[config.mk]
export PLATFORM = sky130hd
export DESIGN_NAME = ahb3lite_simple_master
export DESIGN_NICKNAME = d
export VERILOG_FILES = /design/src/rtl/ahb3lite_simple_master.sv
export SDC_FILE = /design/constraint.sdc
export NUM_CORES = 1
export LEC_CHECK = 0
export BUFFER_PORTS_ARGS = -buffer_cell sky130_fd_sc_hd__buf_2
export CORE_MARGIN = 3
export CORE_UTILIZATION = 40
export DETAILED_ROUTE_END_ITERATION = 8
export PLACE_DENSITY = 0.77
export SYNTH_ARGS = -nofsm -noshare
export SYNTH_HDL_FRONTEND = slang
export SYNTH_SLANG_ARGS = --single-unit
[constraint.sdc]
create_clock -name HCLK -period 4.2 [get_ports HCLK]
set_input_delay 0.21 -clock HCLK [delete_from_list [all_inputs] [get_ports HCLK]]
set_output_delay 0.21 -clock HCLK [all_outputs]
set_load 0.01 [all_outputs]
[src/rtl/ahb3lite_simple_master.sv]
// ahb3lite_simple_master: single-outstanding AHB3-Lite master fed by a req/ack command port.
// Define AHB3LITE_MASTER_ALIGN_CHK_EN to reject misaligned or oversized commands locally.
module ahb3lite_simple_master #(
    parameter int HADDR_SIZE = 32,
    parameter int HDATA_SIZE = 32
) (
    input  logic                  HRESETn,
    input  logic                  HCLK,
    input  logic                  cmd_req,
    output logic                  cmd_ack,
    input  logic                  cmd_we,
    input  logic [HADDR_SIZE-1:0] cmd_addr,
    input  logic [2:0]            cmd_size,
    input  logic [HDATA_SIZE-1:0] cmd_wdata,
    output logic                  rsp_valid,
    output logic                  rsp_err,
    output logic [HDATA_SIZE-1:0] rsp_rdata,
    output logic [HADDR_SIZE-1:0] HADDR,
    output logic [HDATA_SIZE-1:0] HWDATA,
    input  logic [HDATA_SIZE-1:0] HRDATA,
    output logic                  HWRITE,
    output logic [2:0]            HSIZE,
    output logic [2:0]            HBURST,
    output logic [3:0]            HPROT,
    output logic [1:0]            HTRANS,
    output logic                  HMASTLOCK,
    input  logic                  HREADY,
    input  logic                  HRESP
);

    localparam logic [1:0] TRANS_IDLE   = 2'b00;
    localparam logic [1:0] TRANS_NONSEQ = 2'b10;

    typedef enum logic [1:0] {
        IDLE,
        ADDR,
        DATA
    } state_t;

    state_t                state;
    logic [HDATA_SIZE-1:0] wdata_q;
    logic                  local_err;

`ifdef AHB3LITE_MASTER_ALIGN_CHK_EN
    localparam logic [2:0] MAX_SIZE = (HDATA_SIZE == 64) ? 3'd3 : 3'd2;
    logic [2:0] low_mask;

    // Oversized commands are rejected before the mask matters, so three address bits suffice.
    always_comb begin
        case (cmd_size)
            3'd0:    low_mask = 3'b000;
            3'd1:    low_mask = 3'b001;
            3'd2:    low_mask = 3'b011;
            default: low_mask = 3'b111;
        endcase
        local_err = (cmd_size > MAX_SIZE) || ((cmd_addr[2:0] & low_mask) != 3'b000);
    end
`else
    assign local_err = 1'b0;
`endif

    assign cmd_ack   = (state == IDLE);
    assign HBURST    = 3'b000;
    assign HPROT     = 4'b0011;
    assign HMASTLOCK = 1'b0;

    always_ff @(posedge HCLK or negedge HRESETn) begin
        if (!HRESETn) begin
            state     <= IDLE;
            HTRANS    <= TRANS_IDLE;
            HADDR     <= '0;
            HWDATA    <= '0;
            HWRITE    <= 1'b0;
            HSIZE     <= 3'b000;
            wdata_q   <= '0;
            rsp_valid <= 1'b0;
            rsp_err   <= 1'b0;
            rsp_rdata <= '0;
        end else begin
            rsp_valid <= 1'b0;
            case (state)
                IDLE: begin
                    if (cmd_req) begin
                        if (local_err) begin
                            rsp_valid <= 1'b1;
                            rsp_err   <= 1'b1;
                        end else begin
                            state   <= ADDR;
                            HTRANS  <= TRANS_NONSEQ;
                            HADDR   <= cmd_addr;
                            HWRITE  <= cmd_we;
                            HSIZE   <= cmd_size;
                            wdata_q <= cmd_wdata;
                        end
                    end
                end
                ADDR: begin
                    if (HREADY) begin
                        state  <= DATA;
                        HTRANS <= TRANS_IDLE;
                        HWDATA <= wdata_q;
                    end
                end
                DATA: begin
                    // HWRITE still holds the command direction here, so it gates read capture.
                    if (HREADY) begin
                        state     <= IDLE;
                        rsp_valid <= 1'b1;
                        rsp_err   <= HRESP;
                        if (!HWRITE) begin
                            rsp_rdata <= HRDATA;
                        end
                    end
                end
                default: state <= IDLE;
            endcase
        end
    end

endmodule

==> results of run 1 <==
## stage by stage
| stage | hold WS, ns | setup WS, ns |
|---|---|---|
| 5_1_grt | 0.0106 | 1.89 |
| 6_report | 0.0393 | 2.06 |
| 4_1_cts | 0.0143 | 2.00 |
| 3_3_place_gp | 0.374 | 2.06 |
| 3_5_place_dp | 0.389 | 2.01 |
| 2_1_floorplan | -0.0856 | 2.58 |
## cell usage in the layout, fill, tap and decap left out
master	netlist	final
buf_2	10	207
dfrtp_1	137	137
mux2_2	113	113
mux2_4	20	20
clkbuf_16	0	17
conb_1	2	9
clkbuf_8	0	5
bufinv_16	0	4
inv_1	3	3
o21ai_0	3	3
buf_4	9	3
nor2_1	2	2
clkinv_2	0	2
clkbuf_1	0	2
nand3b_1	1	1
nor2_2	1	1
and2_4	0	1
nand3_2	0	1
mux2i_1	1	1
a21oi_1	1	1
nand2b_1	1	1
clkinvlp_4	0	1
dlygate4sd3_1	0	1
buf_6	3	1
## final cells by class
class / count / area [um^2]
flip-flops and latches: 137 / 3430
clock buffers: 24 / 502
clock inverters: 7 / 138
repair buffers: 212 / 1080
fillers: 1071 / 5670
multi-input cells: 154 / 1680
well taps: 172 / 215
inverters: 3 / 11.3
## layer usage
metal / track usage [%] / part of all wire [%]
met4: 5.03 / 0.88
met5: 0 / 0
met3: 6.03 / 8.3
met1: 18.4 / 42
met2: 24.4 / 49
## power by group
group	total (mW)	internal (mW)	leakage (nW)	switching [mW]
registers	2.27	1.95	1.62	0.316
logic	1.70	0.951	1.52	0.745
clock network	1.57	1.07	0.312	0.503
total	5.54	3.97	3.46	1.56
## registers in the layout (all words and copies together), names as in the netlist
name,flops
wdata_q,32
rsp_rdata,32
rsp_valid,1
rsp_err,1
HADDR,32
HTRANS,1
HSIZE,3
HWDATA,32
state,2
HWRITE,1
## logic make-up (layout without fill, tap and decap cells)
group	Yosys count	in the layout	synth area share, %
buf+inv	26	246	3.20
other cells	2	9	0.143
flops	137	137	65.4
mux	134	134	30.2
simple gates	7	7	0.740
compound gates	4	4	0.382
## path summary, 6_finish.rpt
check / depth (start not counted) / endpoint / slack, ns / startpoint
setup / recovery: 4 / HSIZE[1] / 2.06 / state[0]
hold / removal: 2 / HADDR[30] / 0.04 / cmd_addr[30]
setup reg to reg: 4 / HSIZE[1] / 2.06 / state[0]
hold reg to reg: 1 / HWDATA[31] / 0.50 / HWDATA[31]
max in group asynchronous: 3 / HWDATA[23] / 2.74 / HRESETn
min in group asynchronous: 2 / HADDR[22] / 0.49 / HRESETn
## critical path, delay by kind of cell, from the launching register on
family / cells / cell delay [ns]
buffers and inverters: 1 / 0.35
AND/OR/NAND/NOR: 2 / 0.87
flip-flops: 1 / 0.43
multiplexers: 1 / 0.36
## synth_stat cells (2+ instances only)
cell | instances | share of area, %
mux2_4 | 20 | 5.7
inv_1 | 3 | 0.21
buf_4 | 9 | 1.3
conb_1 | 2 | 0.14
buf_6 | 3 | 0.64
mux2_2 | 113 | 24
nor2_1 | 2 | 0.14
dfrtp_1 | 137 | 65
o21ai_0 | 3 | 0.29
buf_2 | 10 | 0.95
## what timing repair did
action,CTS,global route
hold buffers,1,0
setup endpoints to repair,0,0
hold endpoints to repair,105,0
resized for setup,0,0
==> impl_results.md, run 1 <==
* Fin crit period at 2.14 ns
* Actual slew at the worst max-slew pin at between 0.9 and 1 ns
* Max-slew headroom at 37.1%
* Sequential-to-total area share from yosys stat at between 60% and 70%
* Endpoints failing setup at 0
* Remaining DRCs at 0
* Worst EP required at about 4.5 ns
* Nets@finish at 630
* ANT cells at 0
* Worst path cell trace: nor2_1, and2_4, buf_4, mux2_2
* Clk_lat worst skew at approximately 0.40 ns
* Top Ports at approximately 220
* Final Hold Viols at 0
* Fin Setup TNS at 0 ns
* GRT Overall Usage at about 15%
* Crit path launch type: flop
* Vias per cell at 4.60
* CTS sink count at approximately 140
* Post-synth EDFFs at 0
* H-tree depth at 4
* 1st-pass router iterations at 3
* Placed inst area at roughly 0.0064 mm^2
* Total CTS buffers at 17
* Leakage power at 3.46 nW
* Primary FF master, synth: dfrtp_1
* Final Util at between 50% and 60%
* Status: completed
* Routed wire length at between 10000 and 15000 um
* Site Rows at around 40
* WL/cell at 15.3 um
* Initial Util at between 40% and 50%
* Placed Cells at 677
* Seq cells post-synth at between 100 and 150
* Via count of the first global-routing pass at between 3000 and 4000
* Initial antenna violation count at 0
* Worst setup EP type: flop
* Hold WC Path Type: input port to flop
* Core box area at between 0.01 and 0.015 mm^2
* Peak Freq at between 400 and 500 MHz
* Clock transition at path regs at approximately 0.050 ns
* PwrDens at about 780 mW/mm^2
* Power Total at 5.54 mW
* Total of max-cap violations at 0
* Post-Synthesis Cell Area at about 0.0052 mm^2
* CP peak stage delay at 0.72 ns
* Largest net degree at the start of global routing at 107
* Area growth syn-to-layout at 34.5%
* Gpl congestion at about 0.69
* Finished Cell Area at approximately 0.0071 mm^2
* DR vias at approximately 3300
* CTS Buffer Depth at 2
* Worst Path Max Fanout at 56
* Period utilization at 51.0%
* Warnings from Yosys at 0
* Setup bufs post-CTS at 0
* Fin cells at a little over 700
* CTS tree: built
* Layout cells sized above 1 at 70.0%
* Netlist cell types at 18
* Die area at roughly 0.015 mm^2
* Height of the die at between 100 and 150 um
* I/O Buffers at between 200 and 250
* Average size of a mapped cell at about 17 um^2
* Setup CP Type: flop to flop
* VDD IR max at 451 uV
* Worst EP arrival at approximately 2.4 ns
* Final Max Tran Viols at 0
* Chip width at 121 um
* Post-synth ARST share at 100%
* First-pass GRT wire length at ~17000 um
* Unrepaired setup endpoints after global routing: no
* Starting DRT DRC Count at between 100 and 150
* Synthesized instance count at 310
* Antenna Violating Nets Remaining at 0
* Post-DP HPWL at between 7000 and 8000 um
* Gr ovfl total at 0
* CP max stage cell: and2_4
* Clock root cell: clkbuf_16
* Layout Skew at a little under 0.007 ns
Note: power is estimated with default switching activity, not from simulation.
==> run 2: changes to the inputs <==
Settings changed: ABC_AREA set to 1, PLACE_DENSITY 0.77 to 0.76.
Clock period 4.2 ns to 2 ns, I/O delays scaled along.
==> run 2 against run 1 <==
  * Final area is 18% higher
  * Non-clock buffer count is 114 higher
  * Sequential cell count stayed put
  * Largest power group unchanged
  * Largest cell class unchanged
  * Critical path depth is 1 lower
  * Setup slack worse by 1.8 ns
==> impl_results.md, run 2 <==
* Status: completed
* Final Util at around 62%
* CTS sink count at roughly 140
* Setup CP Type: flop to output pin
* Commonest non-fill, non-tap cells in the layout: nand2_1 (241), buf_2 (207), dfrtp_1 (137)
* Area leader, netlist: dfrtp_1
* WL met3 at roughly 860 um
* Clock transition at path regs at around 0.060 ns
* Largest family of logic cells by synthesized area: simple AND/OR/NAND/NOR gates
* Actual slew at the worst max-slew pin at 0.569 ns
* Starting DRT DRC Count at approximately 370
* Critical register-to-register path startpoint: state[1]
* Period utilization at between 80% and 90%
* Clk_lat worst skew at 0.41 ns
* GRT Overall Usage at between 20% and 30%
* VDD IR max at slightly above 600 uV
* Seq cells post-synth at 137
* Unrepaired setup endpoints after global routing: no
* Height of the die at 123 um
* Layout cells sized above 1 at between 20 and 30%
* Area contributors post-synth: dfrtp_1 (62%), nand2_1 (16%), nand3_1 (9.2%)
* Mux contribution to synthesized area at 0%
* CTS tree: built
* Setup bufs post-CTS at 0
* Top Ports at about 220
* Area of the multi-input gates at 0.00170 mm^2
* Chip width at ~120 um
* H-tree depth at 4
* Post-Synth Simple-Gate Area at between 20% and 30%
* Area growth syn-to-layout at 51.0%
* Site Rows at 42
* Post-synth ARST share at 100%
* Top Metal Used: met4
* Synth top area share at just over 60%
* Clock root cell: clkbuf_16
* Synthesized instance count at ~600
* Max-slew headroom at a little over 60%
* Cells on worst reg2reg path at 5
* Hold depth at 3
* Worst EP required at around 1.9 ns
* PwrDens at 1480 mW/mm^2
* Placed Cells at between 900 and 1000
* Adder-cell area share of the yosys netlist at 0%
* Post-Synthesis Cell Area at ~0.0055 mm^2
* DR vias at a little over 5000
* Compound-cell area share of the yosys netlist at ~3.7%
* Fin cells at ~1100
* Gpl congestion at about 0.77
* Antenna Violating Nets Remaining at 0
* Synth Area in XOR/XNOR at 0%
* First-pass GRT wire length at approximately 24000 um
* Via count of the first global-routing pass at slightly above 5000
* I/O Buffers at 208
* Largest net degree at the start of global routing at between 60 and 70
* Sequential-to-total area share from yosys stat at between 60 and 70%
* Die area at approximately 0.015 mm^2
* Fin Setup TNS at 0 ns
* Fin crit period at between 1.5 and 2 ns
* Vias per cell at ~4.7
* Worst setup EP type: output pin
* Power Total at 12.3 mW
* Worst Path Max Fanout at 38
* CTS Buffer Depth at 2
* Routed wire length at roughly 16000 um
* Routed wl met2 at between 8000 and 9000 um
* Leakage power at 4.60 nW
* WL/cell at about 14 um
* Cell with the most instances after synthesis: nand2_1
* Primary FF master, synth: dfrtp_1
* Gr ovfl total at 0
* Average size of a mapped cell at 9.16 um^2
* Hold worst-path end: HADDR[26]
* Nets@finish at between 1000 and 1500
* R2R setup slack at approximately 0.65 ns
* Synth top cells by count: nand2_1 (241), dfrtp_1 (137), nand3_1 (101), inv_1 (34), buf_2 (22)
* Initial antenna violation count at 0
* M1 WL at roughly 6200 um
* Final Hold Viols at 0
* Endpoints failing setup at 0
* Total CTS buffers at 17
* End of the worst register-to-register path: rsp_rdata[3]
* Most common cell after layout, fill and taps aside: nand2_1
* Hold WC Path Type: input port to flop
* Warnings from Yosys at 0
* Core box area at approximately 0.013 mm^2
* Post-synth EDFFs at 0
* Worst EP arrival at approximately 1.6 ns
* Crit path launch type: flop
* Sequential cell area at approximately 0.0034 mm^2
* Initial Util at 41.3%
* Remaining DRCs at 0
* Peak Freq at about 580 MHz
* FILL cells at between 1000 and 1500
* 1st-pass router iterations at 4
* Netlist cell types at 18
* Layout Skew at approximately 0.0047 ns
* ANT cells at 0
* Post-DP HPWL at a little over 9000 um
* Final Max Tran Viols at 0
* Min-Delay Startpoint: cmd_req
* Total of max-cap violations at 0
==> run 2: changes by cell type after synthesis, sizes merged <==
cell	change
a21oi	-1
and2	-1
buf	+17
clkbuf	+7
inv	+32
mux2	-133
mux2i	-1
nand2	+242
nand2b	-1
nand3	+101
nand3b	-1
nor2	+1
o21ai	+30
==> run 2: power breakdown <==
group          internal, mW  switching, mW  total, mW  leakage (nW)
sequential             4.04          0.701       4.74          1.71
combinational          1.65           2.60       4.24          2.57
clock                  2.24           1.11       3.35         0.312
==> run 2: critical path, cell delays in order (launching register included) <==
cell and delay (ns):
dfrtp_1 0.47, nor2_4 0.16, buf_4 0.37, buf_2 0.21
==> run 2: cell type report <==
cell class	count	area share (%)
repair buffers	326	26.6
inverters	35	1.58
well taps	176	2.64
clock buffers	24	6.02
clock inverters	7	1.65
multi-input cells	390	20.4
flip-flops and latches	137	41.2
==> run 2: layer usage <==
layer,up-vias,global-route usage (%)
li1,2483,-
met1,2440,23.7
met2,201,36.2
met3,41,4.53
met4,0,10.0
met5,-,0
==> run 2: per-stage QoR <==
step                      instance area, um^2  hold slack (ns)  worst slack [ns]
after floorplan                          5540           -0.196             0.849
after global placement                   6660            0.116             0.710
after detailed placement                 6660            0.117             0.684
after CTS                                8330           0.0613             0.245
after global routing                     8330           0.0795             0.161
final                                    8330           0.0750             0.271
==> run 2: what timing repair did <==
item | CTS | global route
setup endpoints to repair | 0 | 0
hold endpoints to repair | 158 | 0
hold buffers | 103 | 0
gates resized for setup | 0 | 0
==> run 2: worst max-delay path by stage <==
stage / startpoint / endpoint / slack (ns) / cells past startpoint
2_1_floorplan: state[1] / HWDATA[25] / 0.85 / 6
3_3_place_gp: state[0] / cmd_ack / 0.71 / 3
3_5_place_dp: state[1] / state[1] / 0.68 / 4
4_1_cts: state[0] / cmd_ack / 0.24 / 3
5_1_grt: state[0] / cmd_ack / 0.16 / 3
6_report: state[0] / cmd_ack / 0.27 / 3
==> run 2: cells by family (layout without fill, tap and decap cells) <==
kind of cell	count (synthesis)	after routing
other	2	9
flip-flops	137	137
AO/OA/AOI/OAI	33	33
AND/OR/NAND/NOR	348	348
buffers and inverters	82	392
